===== src/rtl/adc_pkg.sv =====
// Shared constants and helpers for the dual-TDC ramp ADC back end.
// Holds default parameters plus the clog2 and code-clamp functions.
package adc_pkg;

  localparam int OFFSET_DEF  = 255;
  localparam int AVG_MAX_DEF = 4;

  function automatic int clog2(input int v);
    int r;
    r = 0;
    for (int i = 0; i < 31; i++)
      if ((1 << i) < v) r = i + 1;
    return r;
  endfunction

  function automatic int clamp_code(input int raw, input int maxv);
    if (raw < 0) return 0;
    if (raw > maxv) return maxv;
    return raw;
  endfunction

  function automatic logic clamp_hit(input int raw, input int maxv);
    return (raw < 0) || (raw > maxv);
  endfunction

endpackage


===== src/rtl/adc_chan_accum.sv =====
// One ADC channel: forms the clamped rise/fall code, averages it over
// a power-of-two window and holds one finished result for the arbiter.
module adc_chan_accum
  import adc_pkg::*;
#(
  parameter int FINE_BITS = 9,
  parameter int OFFSET    = OFFSET_DEF,
  parameter int AVG_MAX   = AVG_MAX_DEF,
  parameter int OUT_BITS  = FINE_BITS + 1
) (
  input  logic                 clock,
  input  logic                 reset,
  input  logic [FINE_BITS-1:0] fine_rise,
  input  logic [FINE_BITS-1:0] fine_fall,
  input  logic                 fine_valid,
  input  logic [2:0]           avg_log2,
  input  logic                 grant,
  output logic                 pend,
  output logic [OUT_BITS-1:0]  result,
  output logic                 clamp_flag,
  output logic                 overflow
);

  localparam int RW   = OUT_BITS + 2;
  localparam int AW   = OUT_BITS + AVG_MAX;
  localparam int CW   = AVG_MAX + 1;
  localparam int MAXV = (1 << OUT_BITS) - 1;
  localparam logic [2:0] NMAX = 3'(AVG_MAX);

  logic signed [RW-1:0] raw;
  logic [OUT_BITS-1:0]  code_d, code_q;
  logic                 code_vld_d, code_vld_q;
  logic [AW-1:0]        acc_d, acc_q, acc_sum;
  logic [CW-1:0]        cnt_d, cnt_q, cnt_inc;
  logic [2:0]           n_d, n_q, n_eff;
  logic                 pend_d, pend_q;
  logic [OUT_BITS-1:0]  res_d, res_q;
  logic                 clamp_d, clamp_q;
  logic                 ovf_d, ovf_q;
  logic                 done;

  always_comb begin
    raw = $signed(RW'(OFFSET))
        - $signed(RW'(fine_fall))
        + $signed(RW'(fine_rise));
    code_vld_d = fine_valid;
    code_d     = code_q;
    clamp_d    = clamp_q;
    if (fine_valid) begin
      code_d  = OUT_BITS'(clamp_code(int'(raw), MAXV));
      clamp_d = clamp_q | clamp_hit(int'(raw), MAXV);
    end
  end

  // Window length is frozen by the first sample of each window.
  always_comb begin
    n_eff   = n_q;
    if (cnt_q == '0)
      n_eff = (avg_log2 > NMAX) ? NMAX : avg_log2;
    acc_sum = acc_q + AW'(code_q);
    cnt_inc = cnt_q + CW'(1);
    done    = code_vld_q && (cnt_inc == (CW'(1) << n_eff));
    acc_d   = acc_q;
    cnt_d   = cnt_q;
    n_d     = n_q;
    pend_d  = pend_q & ~grant;
    res_d   = res_q;
    ovf_d   = ovf_q;
    if (code_vld_q) begin
      n_d = n_eff;
      if (done) begin
        acc_d = '0;
        cnt_d = '0;
        if (pend_q && !grant) begin
          ovf_d = 1'b1;
        end else begin
          pend_d = 1'b1;
          res_d  = OUT_BITS'(acc_sum >> n_eff);
        end
      end else begin
        acc_d = acc_sum;
        cnt_d = cnt_inc;
      end
    end
  end

  always_ff @(posedge clock) begin
    if (reset) begin
      code_q     <= '0;
      code_vld_q <= 1'b0;
      acc_q      <= '0;
      cnt_q      <= '0;
      n_q        <= '0;
      pend_q     <= 1'b0;
      res_q      <= '0;
      clamp_q    <= 1'b0;
      ovf_q      <= 1'b0;
    end else begin
      code_q     <= code_d;
      code_vld_q <= code_vld_d;
      acc_q      <= acc_d;
      cnt_q      <= cnt_d;
      n_q        <= n_d;
      pend_q     <= pend_d;
      res_q      <= res_d;
      clamp_q    <= clamp_d;
      ovf_q      <= ovf_d;
    end
  end

  assign pend       = pend_q;
  assign result     = res_q;
  assign clamp_flag = clamp_q;
  assign overflow   = ovf_q;

endmodule


===== src/rtl/adc_conv_accum.sv =====
// Multi-channel ADC back end: per-channel accumulators feeding a
// round-robin arbiter and a valid/ready output register.
module adc_conv_accum
  import adc_pkg::*;
#(
  parameter int CHANNELS  = 2,
  parameter int FINE_BITS = 9,
  parameter int OFFSET    = OFFSET_DEF,
  parameter int AVG_MAX   = AVG_MAX_DEF,
  parameter int OUT_BITS  = FINE_BITS + 1,
  localparam int CHW = (clog2(CHANNELS) > 0) ? clog2(CHANNELS) : 1
) (
  input  logic                          clock,
  input  logic                          reset,
  input  logic [CHANNELS*FINE_BITS-1:0] fine_rise,
  input  logic [CHANNELS*FINE_BITS-1:0] fine_fall,
  input  logic [CHANNELS-1:0]           fine_valid,
  input  logic [2:0]                    avg_log2,
  output logic                          out_valid,
  input  logic                          out_ready,
  output logic [OUT_BITS-1:0]           out_data,
  output logic [CHW-1:0]                out_channel,
  output logic [CHANNELS-1:0]           clamp_flag,
  output logic [CHANNELS-1:0]           overflow
);

  logic [CHANNELS-1:0] pend;
  logic [CHANNELS-1:0] grant;
  logic [OUT_BITS-1:0] result [CHANNELS];

  logic                valid_d, valid_q;
  logic [OUT_BITS-1:0] data_d, data_q;
  logic [CHW-1:0]      ch_d, ch_q;
  logic [CHW-1:0]      ptr_d, ptr_q;
  logic [CHW-1:0]      sel;
  logic                found;
  logic                load;

  for (genvar c = 0; c < CHANNELS; c++) begin : g_ch
    adc_chan_accum #(
      .FINE_BITS (FINE_BITS),
      .OFFSET    (OFFSET),
      .AVG_MAX   (AVG_MAX),
      .OUT_BITS  (OUT_BITS)
    ) u_chan (
      .clock      (clock),
      .reset      (reset),
      .fine_rise  (fine_rise[c*FINE_BITS +: FINE_BITS]),
      .fine_fall  (fine_fall[c*FINE_BITS +: FINE_BITS]),
      .fine_valid (fine_valid[c]),
      .avg_log2   (avg_log2),
      .grant      (grant[c]),
      .pend       (pend[c]),
      .result     (result[c]),
      .clamp_flag (clamp_flag[c]),
      .overflow   (overflow[c])
    );
  end

  // ptr_q is the first channel searched, one past the last grant.
  always_comb begin
    load    = !valid_q || out_ready;
    found   = 1'b0;
    sel     = '0;
    for (int i = 0; i < CHANNELS; i++) begin
      if (!found && pend[(int'(ptr_q) + i) % CHANNELS]) begin
        found = 1'b1;
        sel   = CHW'((int'(ptr_q) + i) % CHANNELS);
      end
    end
    grant   = '0;
    valid_d = valid_q;
    data_d  = data_q;
    ch_d    = ch_q;
    ptr_d   = ptr_q;
    if (load) begin
      valid_d = found;
      if (found) begin
        grant[sel] = 1'b1;
        data_d     = result[sel];
        ch_d       = sel;
        ptr_d      = CHW'((int'(sel) + 1) % CHANNELS);
      end
    end
  end

  always_ff @(posedge clock) begin
    if (reset) begin
      valid_q <= 1'b0;
      data_q  <= '0;
      ch_q    <= '0;
      ptr_q   <= '0;
    end else begin
      valid_q <= valid_d;
      data_q  <= data_d;
      ch_q    <= ch_d;
      ptr_q   <= ptr_d;
    end
  end

  assign out_valid   = valid_q;
  assign out_data    = data_q;
  assign out_channel = ch_q;

endmodule


===== config.mk =====
export PLATFORM = sky130hd
export DESIGN_NAME = adc_conv_accum
export DESIGN_NICKNAME = d
export VERILOG_FILES = /design/src/rtl/adc_pkg.sv /design/src/rtl/adc_chan_accum.sv /design/src/rtl/adc_conv_accum.sv
export SDC_FILE = /design/constraint.sdc
export NUM_CORES = 1
export LEC_CHECK = 0
export ABC_AREA = 0
export CORE_MARGIN = 2
export CORE_UTILIZATION = 55
export CTS_BUF_LIST = sky130_fd_sc_hd__clkbuf_8
export CTS_CLUSTER_SIZE = 25
export DETAILED_ROUTE_END_ITERATION = 8
export GPL_TIMING_DRIVEN = 0
export PLACE_DENSITY = 0.74
export RECOVER_POWER = 100
export SLEW_MARGIN = 15
export SYNTH_ARGS = -nofsm -noshare
export SYNTH_HDL_FRONTEND = slang
export SYNTH_SLANG_ARGS = --single-unit

===== constraint.sdc =====
create_clock -name clock -period 6 [get_ports clock]
set_input_delay 1.2 -clock clock [delete_from_list [all_inputs] [get_ports clock]]
set_output_delay 1.2 -clock clock [all_outputs]
set_load 0.05 [all_outputs]

Word-level counts from Yosys, hierarchy flattened
Cells that the tools add are included.

Logic and storage cells: 123. Output and inout port bits: 16. Input bits: 44. Flip-flop bits (word level): 105.

Mux-type cells: 45. Shift operators: 4. Bitwise operators: 10. Reductions and logical operators: 20. Magnitude comparators: 10. Equal/unequal tests: 2. Add/subtract/negate cells: 10.

Operators by type and width (count): $mux W10 (9); $add A14 B10 Y14 (2); $mux W14 (2); $shr A14 B3 Y10 (2); $mux W1 (26); $gt A12 B11 Y1 const B (2); $lt A12 B1 Y1 const B (2); $add A10 B10 Y11 (2); $sub A8 B9 Y10 const A (2); $reduce_and A3 Y1 (4); $add A5 B1 Y5 const B (2); $eq A5 B5 Y1 (2); $logic_not A5 Y1 (2); $mux W5 (2); $shl A1 B3 Y5 const A (2); $mux W3 (3); $logic_and A1 B1 Y1 (6); $logic_not A1 Y1 (4); $lt A1 B2 Y1 const B (2); $mux W2 (2); $not A1 Y1 (4); $gt A3 B3 Y1 const B (1); $logic_or A1 B1 Y1 (3); $lt A2 B3 Y1 const B (1); 9 further kinds (12).

Longest topological paths before layout
Gate-level depths: netlist of the first run.

Depth in word-level cells: 18. Gate-level depth with buffers: 12. Gate-level depth less buffers: 11.

By module
A second synthesis of the first run with hierarchy kept.

Cell total of the unflattened synthesis: 994. Area total of the unflattened synthesis: 7841.3 um^2.

Modules (own cells, without submodules): adc_chan_accum (cells each 459, instances 2, sequential area each 920.9 um^2, area an instance 3577.2 um^2); adc_conv_accum (cells each 76, instances 1, sequential area each 260.2 um^2, area an instance 686.9 um^2).

Least setup slack after synthesis of the first run
No wires, ideal clock.

Kind: input to register. Start: in fine_fall[0]. End: reg g_ch[0].u_chan.code_q[0]. Slack: 2.539 ns. Cell stages on the path: 11. Data required time: 5.940 ns. Setup time: 0.060 ns. Arrival: 3.401 ns. Cells stage by stage: inv_1 > ha_1 > fa_1 > a21o_1 > a21oi_1 > o21ai_0 > a21o_1 > a31o_2 > xor2_1 > nor2_1 > a22o_1.

Cells in the longest elaborated chain, start to end: 8.

Ends and longest elaborated chain: start: declaration (RTL line adc_conv_accum.sv:16) `input logic [CHANNELS*FINE_BITS-1:0] fine_fall,`; $sub A8 B9 Y10 (*) (RTL line adc_chan_accum.sv:44) `- $signed(RW'(fine_fall))`; $add A10 B10 Y11 (*) (RTL line adc_chan_accum.sv:45) `+ $signed(RW'(fine_rise));`; $gt A12 B11 Y1 (RTL line adc_pkg.sv:18) `if (raw > maxv) return maxv;`; $mux W1 (2 in a row) (RTL line adc_pkg.sv:18); $mux W1 (RTL line adc_chan_accum.sv:49) `if (fine_valid) begin`; $mux W10 (RTL line adc_pkg.sv:19) `return raw;`; $mux W10 (*) (RTL line adc_pkg.sv:18); end signal: assignment (RTL line adc_chan_accum.sv:99) `code_q <= code_d;`; end: declaration (RTL line adc_chan_accum.sv:31) `logic [OUT_BITS-1:0] code_d, code_q;`.

Mark *: on every way between the ends. The rest lies on a longest branch, timed or not. The select of a mux whose other input is x is not followed. A chain may end at the register's enable or synchronous reset.

Worst setup path in the final report of the first run
Start: in avg_log2[2]. End: reg g_ch[0].u_chan.acc_q[5].

Cells in the longest elaborated chain, start to end: 7.

Ends and longest elaborated chain: start: declaration (RTL line adc_conv_accum.sv:18) `input logic [2:0] avg_log2,`; $gt A3 B3 Y1 (RTL line adc_chan_accum.sv:59) `n_eff = (avg_log2 > NMAX) ? NMAX : avg_log2;`; $mux W3 (*) (RTL line adc_chan_accum.sv:59); $mux W3 (*) (RTL line adc_chan_accum.sv:58) `if (cnt_q == '0)`; $shl A1 B3 Y5 (*) (RTL line adc_chan_accum.sv:62) `done = code_vld_q && (cnt_inc == (CW'(1) << n_eff));`; $eq A5 B5 Y1 (*) (RTL line adc_chan_accum.sv:62); $logic_and A1 B1 Y1 (*) (RTL line adc_chan_accum.sv:62); $mux W14 (*) (RTL line adc_chan_accum.sv:71) `if (done) begin`; end signal: assignment (RTL line adc_chan_accum.sv:91) `acc_q <= '0;`; end signal: assignment (RTL line adc_chan_accum.sv:101) `acc_q <= acc_d;`; end: declaration (RTL line adc_chan_accum.sv:33) `logic [AW-1:0] acc_d, acc_q, acc_sum;`.

Mark *: on every way between the ends. The rest lies on a longest branch, timed or not.

==> flow_summary_export.csv, run 1 <==
group,metric,value,unit
die,fp.coreArea,13200,sq um
place,dp_hpwl,14100,um
place,portBuffers,58,
synth,synth_cell_types,80,
power_and_ir_drop,p_leak,3.36,nW
synth,synth_flop_cell,"dfxtp_1",
hold_path,holdPathStages,2,
worst_setup_path,required,6340,ps
synth,yosysWarningCount,0,
global_routing,grt_pass1_vias,6183,
synth,synth_area,7440,sq um
cells_and_area,final_cell_area,8400,sq um
route,drcViolationCount,0,
cells_and_area,synthToLayoutAreaGrowth,12.9,%
worst_setup_path,end_kind,"register",
cts,clock-sinks,105,
die,die_area,14500,sq um
worst_setup_path,startpoint_type,"input port",
cts,clk_latency,400,ps
hold_path,hold_path.class,"register to register",
cells_and_area,fillers,1254,
worst_setup_path,reg2reg_slack,2250,ps
hold_path,min_from,"g_ch[0].u_chan.acc_q[9]",
worst_setup_path,r2r.worst_path.cells,11,
timing,period_needed,4410,ps
timing,clock.fmax,0.227,GHz
die,row_count,42,
cells_and_area,final_core_util,63.4,%
power_and_ir_drop,pwr-share-seq,44.9,%
route,ant_nets,0,
cts,cts_resized,0,
global_routing,track_usage,25.9,%
cells_and_area,drive_gt1_share,5.48,%
cells_and_area,diodes,0,
timing,setup_viol,0,
route,drtIter0Drc,669,
global_routing,grt_pass1_wl,30400,um
synth,synthCells,911,
synth,yosys_register_bits,105,
timing,hold_viol,0,
outcome,outcome,"finished, final reports clean",
worst_setup_path,rr_startpoint,"g_ch[0].u_chan.cnt_q[0]",
timing,rsz0062_at_grt,"no",
die,io_pins,60,
timing,period_share,73.5,%
place,globalplace.congestion,0.912,
route,totalWireLength,18400,um
die,start_util,56.2,%
synth,syn_nets,1003,
power_and_ir_drop,clock_power_share,29.8,%
synth,syn_area_per_cell,8.17,sq um
worst_setup_path,critPathKind,"input port to register",
global_routing,antenna_found_initial,0,
run,maxCapViolCount,0,
place,placed_cell_area,8240,sq um
power_and_ir_drop,combPwrFrac,25.3,%
power_and_ir_drop,power_density,199,nW/um^2
route,firstDrtPassIters,5,
cts,cts_tree,"done",
worst_setup_path,crit_arrival,4750,ps
power_and_ir_drop,irDropWorstVdd,171,uV
cts,path_clk_slew,110,ps
power_and_ir_drop,internal_power,1.12,mW
cts,ctsHoldBuffers,0,
synth,async_reset_ff_share,0,%
synth,synth.yosys.seq_area_share,28.3,%
worst_setup_path,critPathMaxFanout,10,
timing,worst_pin_slew,951,ps
cts,numCtsBuffers,9,
worst_setup_path,r2r_end,"g_ch[0].u_chan.acc_q[5]",
cells_and_area,final_nets,1072,
timing,finalMaxSlewViolations,0,
timing,finalSetupTns,0,ps
route,routedWlPerCell,15.8,um
timing,finClkSkew,19.0,ps
synth,synth_edf_count,0,
cts,clk_path_buf_depth,2,
die,die_h,120,um
route,vias,6918,
global_routing,overflow,0,
die,die_w,120,um
cts,htreeDepth,3,
hold_path,hold_end,"g_ch[0].u_chan.acc_q[9]",
route,viasPerCell,5.96,
cts,cts_root_buf,"clkbuf_8",
power_and_ir_drop,netSwitchingFraction,33.1,%
cts,cts_setup_buffers,0,
global_routing,grt_max_degree,20,
timing,slew_headroom,34.8,%
power_and_ir_drop,p_sw,0.554,mW
==> how the worst max path moves through the flow <==
stage,from,end,slack [ps],cells past startpoint
final,avg_log2[2],g_ch[0].u_chan.acc_q[5],1590,9
after floorplan,fine_fall[0],g_ch[0].u_chan.code_q[0],2540,11
after global placement,avg_log2[2],g_ch[0].u_chan.result[7],1670,8
after global routing,avg_log2[2],g_ch[0].u_chan.acc_q[5],1440,9
after CTS,avg_log2[2],g_ch[0].u_chan.result[7],2060,8
after detailed placement,avg_log2[2],g_ch[0].u_chan.result[7],1650,8
==> cells by family (layout without fill, tap and decap cells) <==
group / after synthesis / count (layout) / share of synthesized area [%]
muxes: 31 / 31 / 5.05
and+or+nand+nor: 297 / 297 / 20.7
xor gates and xnor gates: 42 / 42 / 4.94
adders and majority gates: 48 / 48 / 8.48
DFF: 105 / 105 / 28.3
buffers and inverters: 103 / 177 / 5.95
AOI/OAI and AO/OA: 285 / 285 / 26.6
==> power by group through the flow <==
stage                     registers, mW  clock network (mW)  logic (mW)
final                             0.750               0.498       0.423
after floorplan                   0.763                   0       0.307
after detailed placement          0.765                   0       0.425
after CTS                         0.749               0.503       0.428
after global placement            0.765                   0       0.422
after global routing              0.753               0.536       0.470
==> cell usage after synthesis, types with 17 or more instances <==
cell type | n | area, sq um
ha_1 | 44 | 551
clkbuf_1 | 35 | 131
a22o_1 | 18 | 158
nand2_1 | 59 | 221
xnor2_1 | 29 | 254
a21oi_1 | 92 | 460
nand3_1 | 45 | 225
dfxtp_1 | 105 | 2100
inv_1 | 46 | 173
nor2_1 | 86 | 323
a21o_1 | 17 | 128
mux2i_1 | 18 | 180
a211oi_1 | 33 | 248
o21ai_0 | 28 | 140
nand2b_1 | 25 | 156
==> area by class of cell <==
type / count / area (sq um) / share of cell area [%]
inverters: 47 / 176 / 2.10
plain buffers: 56 / 246 / 2.94
repair buffers: 58 / 581 / 6.91
flip-flops and latches: 105 / 2100 / 25.0
clock buffers: 10 / 138 / 1.64
clock inverters: 6 / 83.8 / 0.998
multi-input cells: 703 / 4850 / 57.8
well taps: 176 / 220 / 2.62
==> metal layers <==
metal  share of wire [%]  GRT usage, %  vias up
li1                    -             -     3486
met2                  44          40.5      195
met1                  50          37.1     3211
met5                   0             0        -
met3                 4.3          3.11       26
met4                 1.9          8.94        0
==> per-stage QoR <==
step,hold WS [ps],setup WS (ps),power (mW),instances
global placement,455,1670,1.19,1145
finish,473,1590,1.67,1161
detailed placement,460,1650,1.19,1145
floorplan,436,2540,1.07,911
global route,493,1440,1.76,1161
CTS,476,2060,1.68,1161
==> critical path, stage by stage <==
cell           delay (ps)
dlygate4sd3_1         680
nor2b_1               420
mux2i_1               430
nand4b_1              210
a31o_1                340
clkbuf_1              510
clkbuf_1              550
nand3_1               210
a21oi_1               190
==> state kept, by name, summed over array words and instances (netlist names) <==
| name | cells |
|---|---|
| g_ch.u_chan.cnt_q | 10 |
| ptr_q | 1 |
| g_ch.u_chan.result | 20 |
| g_ch.u_chan.n_q | 6 |
| g_ch.u_chan.code_q | 20 |
| out_channel | 1 |
| g_ch.u_chan.acc_q | 28 |
| out_valid | 1 |
| g_ch.u_chan.pend | 2 |
| g_ch.u_chan.overflow | 2 |
| g_ch.u_chan.code_vld_q | 2 |
| g_ch.u_chan.clamp_flag | 2 |
| out_data | 10 |
==> layout by cell type (no fill, tap or decap), types with 10 or more instances in the layout <==
cell type        instances
a211oi_1                35
a21o_1                  17
a21oi_1                 92
a222oi_1                10
a22o_1                  18
clkbuf_1                43
clkbuf_8                10
clkdlybuf4s50_1         38
dfxtp_1                105
dlygate4sd3_1           20
ha_1                    44
inv_1                   46
mux2i_1                 18
nand2_1                 60
nand2b_1                26
nand3_1                 45
nor2_1                  86
nor3_1                  11
o211ai_1                11
o21ai_0                 29
xnor2_1                 29
xor2_1                  13
No activity file was read; power rests on OpenSTA's default activity.
==> inputs of run 2 (changes only) <==
==> constraint.sdc (replaced) <==
create_clock -name clock -period 4.25 [get_ports clock]
set_input_delay 0.85 -clock clock [delete_from_list [all_inputs] [get_ports clock]]
set_output_delay 0.85 -clock clock [all_outputs]
set_load 0.05 [all_outputs]
==> run 2 against run 1 <==
Effect of this change: clock power increased by 41%; global-route usage stayed put; count of clock-buffer cells in the layout unchanged; die area unchanged; combinational power is 41% higher; flip-flop and latch count unchanged; register-to-register slack worse by 1600 ps; worst hold slack is essentially flat.
==> flow_summary_export.csv, run 2 (synthesized netlist as in run 1, its figures left out) <==
group,metric,value,unit
worst_setup_path,path_cells,"dlygate4sd3_1, nor2b_1, mux2i_1, nand4b_1, a31o_1, clkbuf_1, buf_2, nand3_1, a21oi_1",
cells_and_area,largest_register_ffs,28,
die,row_count,42,
global_routing,grt_max_degree,20,
power_and_ir_drop,p_leak,3.36,nW
cts,cts_root_buf,"clkbuf_8",
timing,finClkSkew,18.1,ps
worst_setup_path,critPathMaxFanout,10,
worst_setup_path,crit_buf_inv,3,
place,dp_hpwl,14100,um
cells_and_area,synthToLayoutAreaGrowth,12.9,%
die,die_h,120,um
timing,worst_pin_slew,978,ps
power_and_ir_drop,netSwitchingFraction,33.1,%
worst_setup_path,required,4590,ps
power_and_ir_drop,clock_power_share,29.7,%
timing,slew_headroom,33.0,%
power_and_ir_drop,internal_power,1.58,mW
power_and_ir_drop,p_sw,0.780,mW
die,start_util,56.2,%
cts,cts_setup_buffers,0,
route,routedWlPerCell,15.8,um
route,firstDrtPassIters,6,
timing,period_share,91.6,%
timing,period_needed,3890,ps
worst_setup_path,cpMaxStageDelayCell,"dlygate4sd3_1",
cts,clock-sinks,105,
die,die_area,14500,sq um
place,globalplace.congestion,0.912,
worst_setup_path,end_kind,"register",
worst_setup_path,crit_arrival,4230,ps
power_and_ir_drop,irDropWorstVdd,242,uV
cts,ctsHoldBuffers,0,
global_routing,grt_pass1_wl,30400,um
die,io_pins,60,
timing,rsz0062_at_grt,"no",
route,drtIter0Drc,744,
cells_and_area,final_nets,1072,
route,ant_nets,0,
timing,hold_viol,0,
global_routing,overflow,0,
power_and_ir_drop,power_density,281,nW/um^2
worst_setup_path,crit_family,"buffers and inverters",
cells_and_area,layout_common_cells,"dfxtp_1 (105), a21oi_1 (92), nor2_1 (86)",
power_and_ir_drop,combPwrFrac,25.4,%
place,portBuffers,58,
worst_setup_path,critPathMaxStageDelay,680,ps
route,totalWireLength,18300,um
outcome,outcome,"finished, final reports clean",
cts,clk_latency,400,ps
cts,numCtsBuffers,9,
power_and_ir_drop,pwr-share-seq,44.9,%
cells_and_area,fillers,1254,
cts,path_clk_slew,110,ps
cells_and_area,seq_area,2100,sq um
timing,clock.fmax,0.257,GHz
run,maxCapViolCount,0,
route,vias,6908,
cells_and_area,regMostFlops,"g_ch.u_chan.acc_q",
cells_and_area,diodes,0,
global_routing,track_usage,25.9,%
route,viasPerCell,5.95,
global_routing,antenna_found_initial,0,
cells_and_area,multiInputGateArea,4850,sq um
global_routing,grt_pass1_vias,6183,
timing,worst_slack,355,ps
die,fp.coreArea,13200,sq um
timing,setup_viol,0,
cells_and_area,final_common_cell,"dfxtp_1",
die,die_w,120,um
cts,clk_path_buf_depth,2,
place,post-place-ws,247,ps
timing,finalSetupTns,0,ps
route,drcViolationCount,0,
cells_and_area,drive_gt1_share,5.79,%
cts,htreeDepth,3,
worst_setup_path,critPathKind,"input port to register",
worst_setup_path,startpoint_type,"input port",
cts,cts_resized,0,
timing,finalMaxSlewViolations,0,
cts,cts_tree,"done",
hold_path,hold_path.class,"register to register",
## run 2: worst reg2reg max path, stage by stage, from the launching register on
cell and delay (ps):
dfxtp_1 380, inv_1 100, ha_1 170, nor4b_4 510, mux2i_1 880, nand4b_1 160
a31o_1 370, nor2b_1 330, clkbuf_1 350, o21ai_0 140, a31oi_1 170
## run 2: power by group through the flow
stage / clock network (mW) / registers [mW] / logic, mW
after floorplan: 0 / 1.08 / 0.433
after global placement: 0 / 1.08 / 0.596
after detailed placement: 0 / 1.08 / 0.600
after CTS: 0.710 / 1.06 / 0.604
after global routing: 0.756 / 1.06 / 0.663
final: 0.701 / 1.06 / 0.598
## run 2: per-layer routing
metal | track usage, % | up-vias | part of all wire (%)
met5 | 0 | - | 0
met4 | 8.94 | 0 | 1.8
met3 | 3.11 | 26 | 4.6
met2 | 40.5 | 189 | 44
met1 | 37.1 | 3207 | 49
li1 | - | 3486 | -
## run 2: per-stage QoR
step	hold slack, ps	util (%)	std cells	power [mW]	cell area [sq um]
final	473	63.4	1161	2.36	8400
after global routing	493	63.4	1161	2.48	8400
after CTS	476	63.9	1161	2.37	8460
after detailed placement	460	62.2	1145	1.68	8240
after global placement	455	62.2	1145	1.68	8240
after floorplan	436	-	911	1.51	7440
## run 2: cell type report
type / instances / share of cell area (%)
buffer: 56 / 2.98
clock buffer: 10 / 1.64
clock inverter: 6 / 0.998
inverter: 47 / 2.10
multi-input combinational: 703 / 57.7
sequential: 105 / 25.0
tap: 176 / 2.62
timing repair buffer: 58 / 6.91
## run 2: worst paths after layout
path / start / slack, ps / cells after the start / end
setup / recovery: avg_log2[2] / 360 / 9 / g_ch[0].u_chan.acc_q[5]
hold / removal: g_ch[0].u_chan.acc_q[9] / 470 / 2 / g_ch[0].u_chan.acc_q[9]
setup reg to reg: g_ch[0].u_chan.cnt_q[0] / 610 / 10 / g_ch[0].u_chan.result[1]
hold reg to reg: g_ch[0].u_chan.acc_q[9] / 470 / 2 / g_ch[0].u_chan.acc_q[9]
==> inputs of run 3 (changes only) <==
--- a/config.mk
+++ b/config.mk
@@ -9,11 +9,11 @@
 export CORE_MARGIN = 2
 export CORE_UTILIZATION = 55
 export CTS_BUF_LIST = sky130_fd_sc_hd__clkbuf_8
-export CTS_CLUSTER_SIZE = 25
 export DETAILED_ROUTE_END_ITERATION = 8
 export GPL_TIMING_DRIVEN = 0
 export PLACE_DENSITY = 0.74
 export RECOVER_POWER = 100
+export SETUP_SLACK_MARGIN = 0.15
 export SLEW_MARGIN = 15
 export SYNTH_ARGS = -nofsm -noshare
 export SYNTH_HDL_FRONTEND = slang
==> results of run 3 <==
No change in the layout: final DEF, timing and power equal those of run 2.
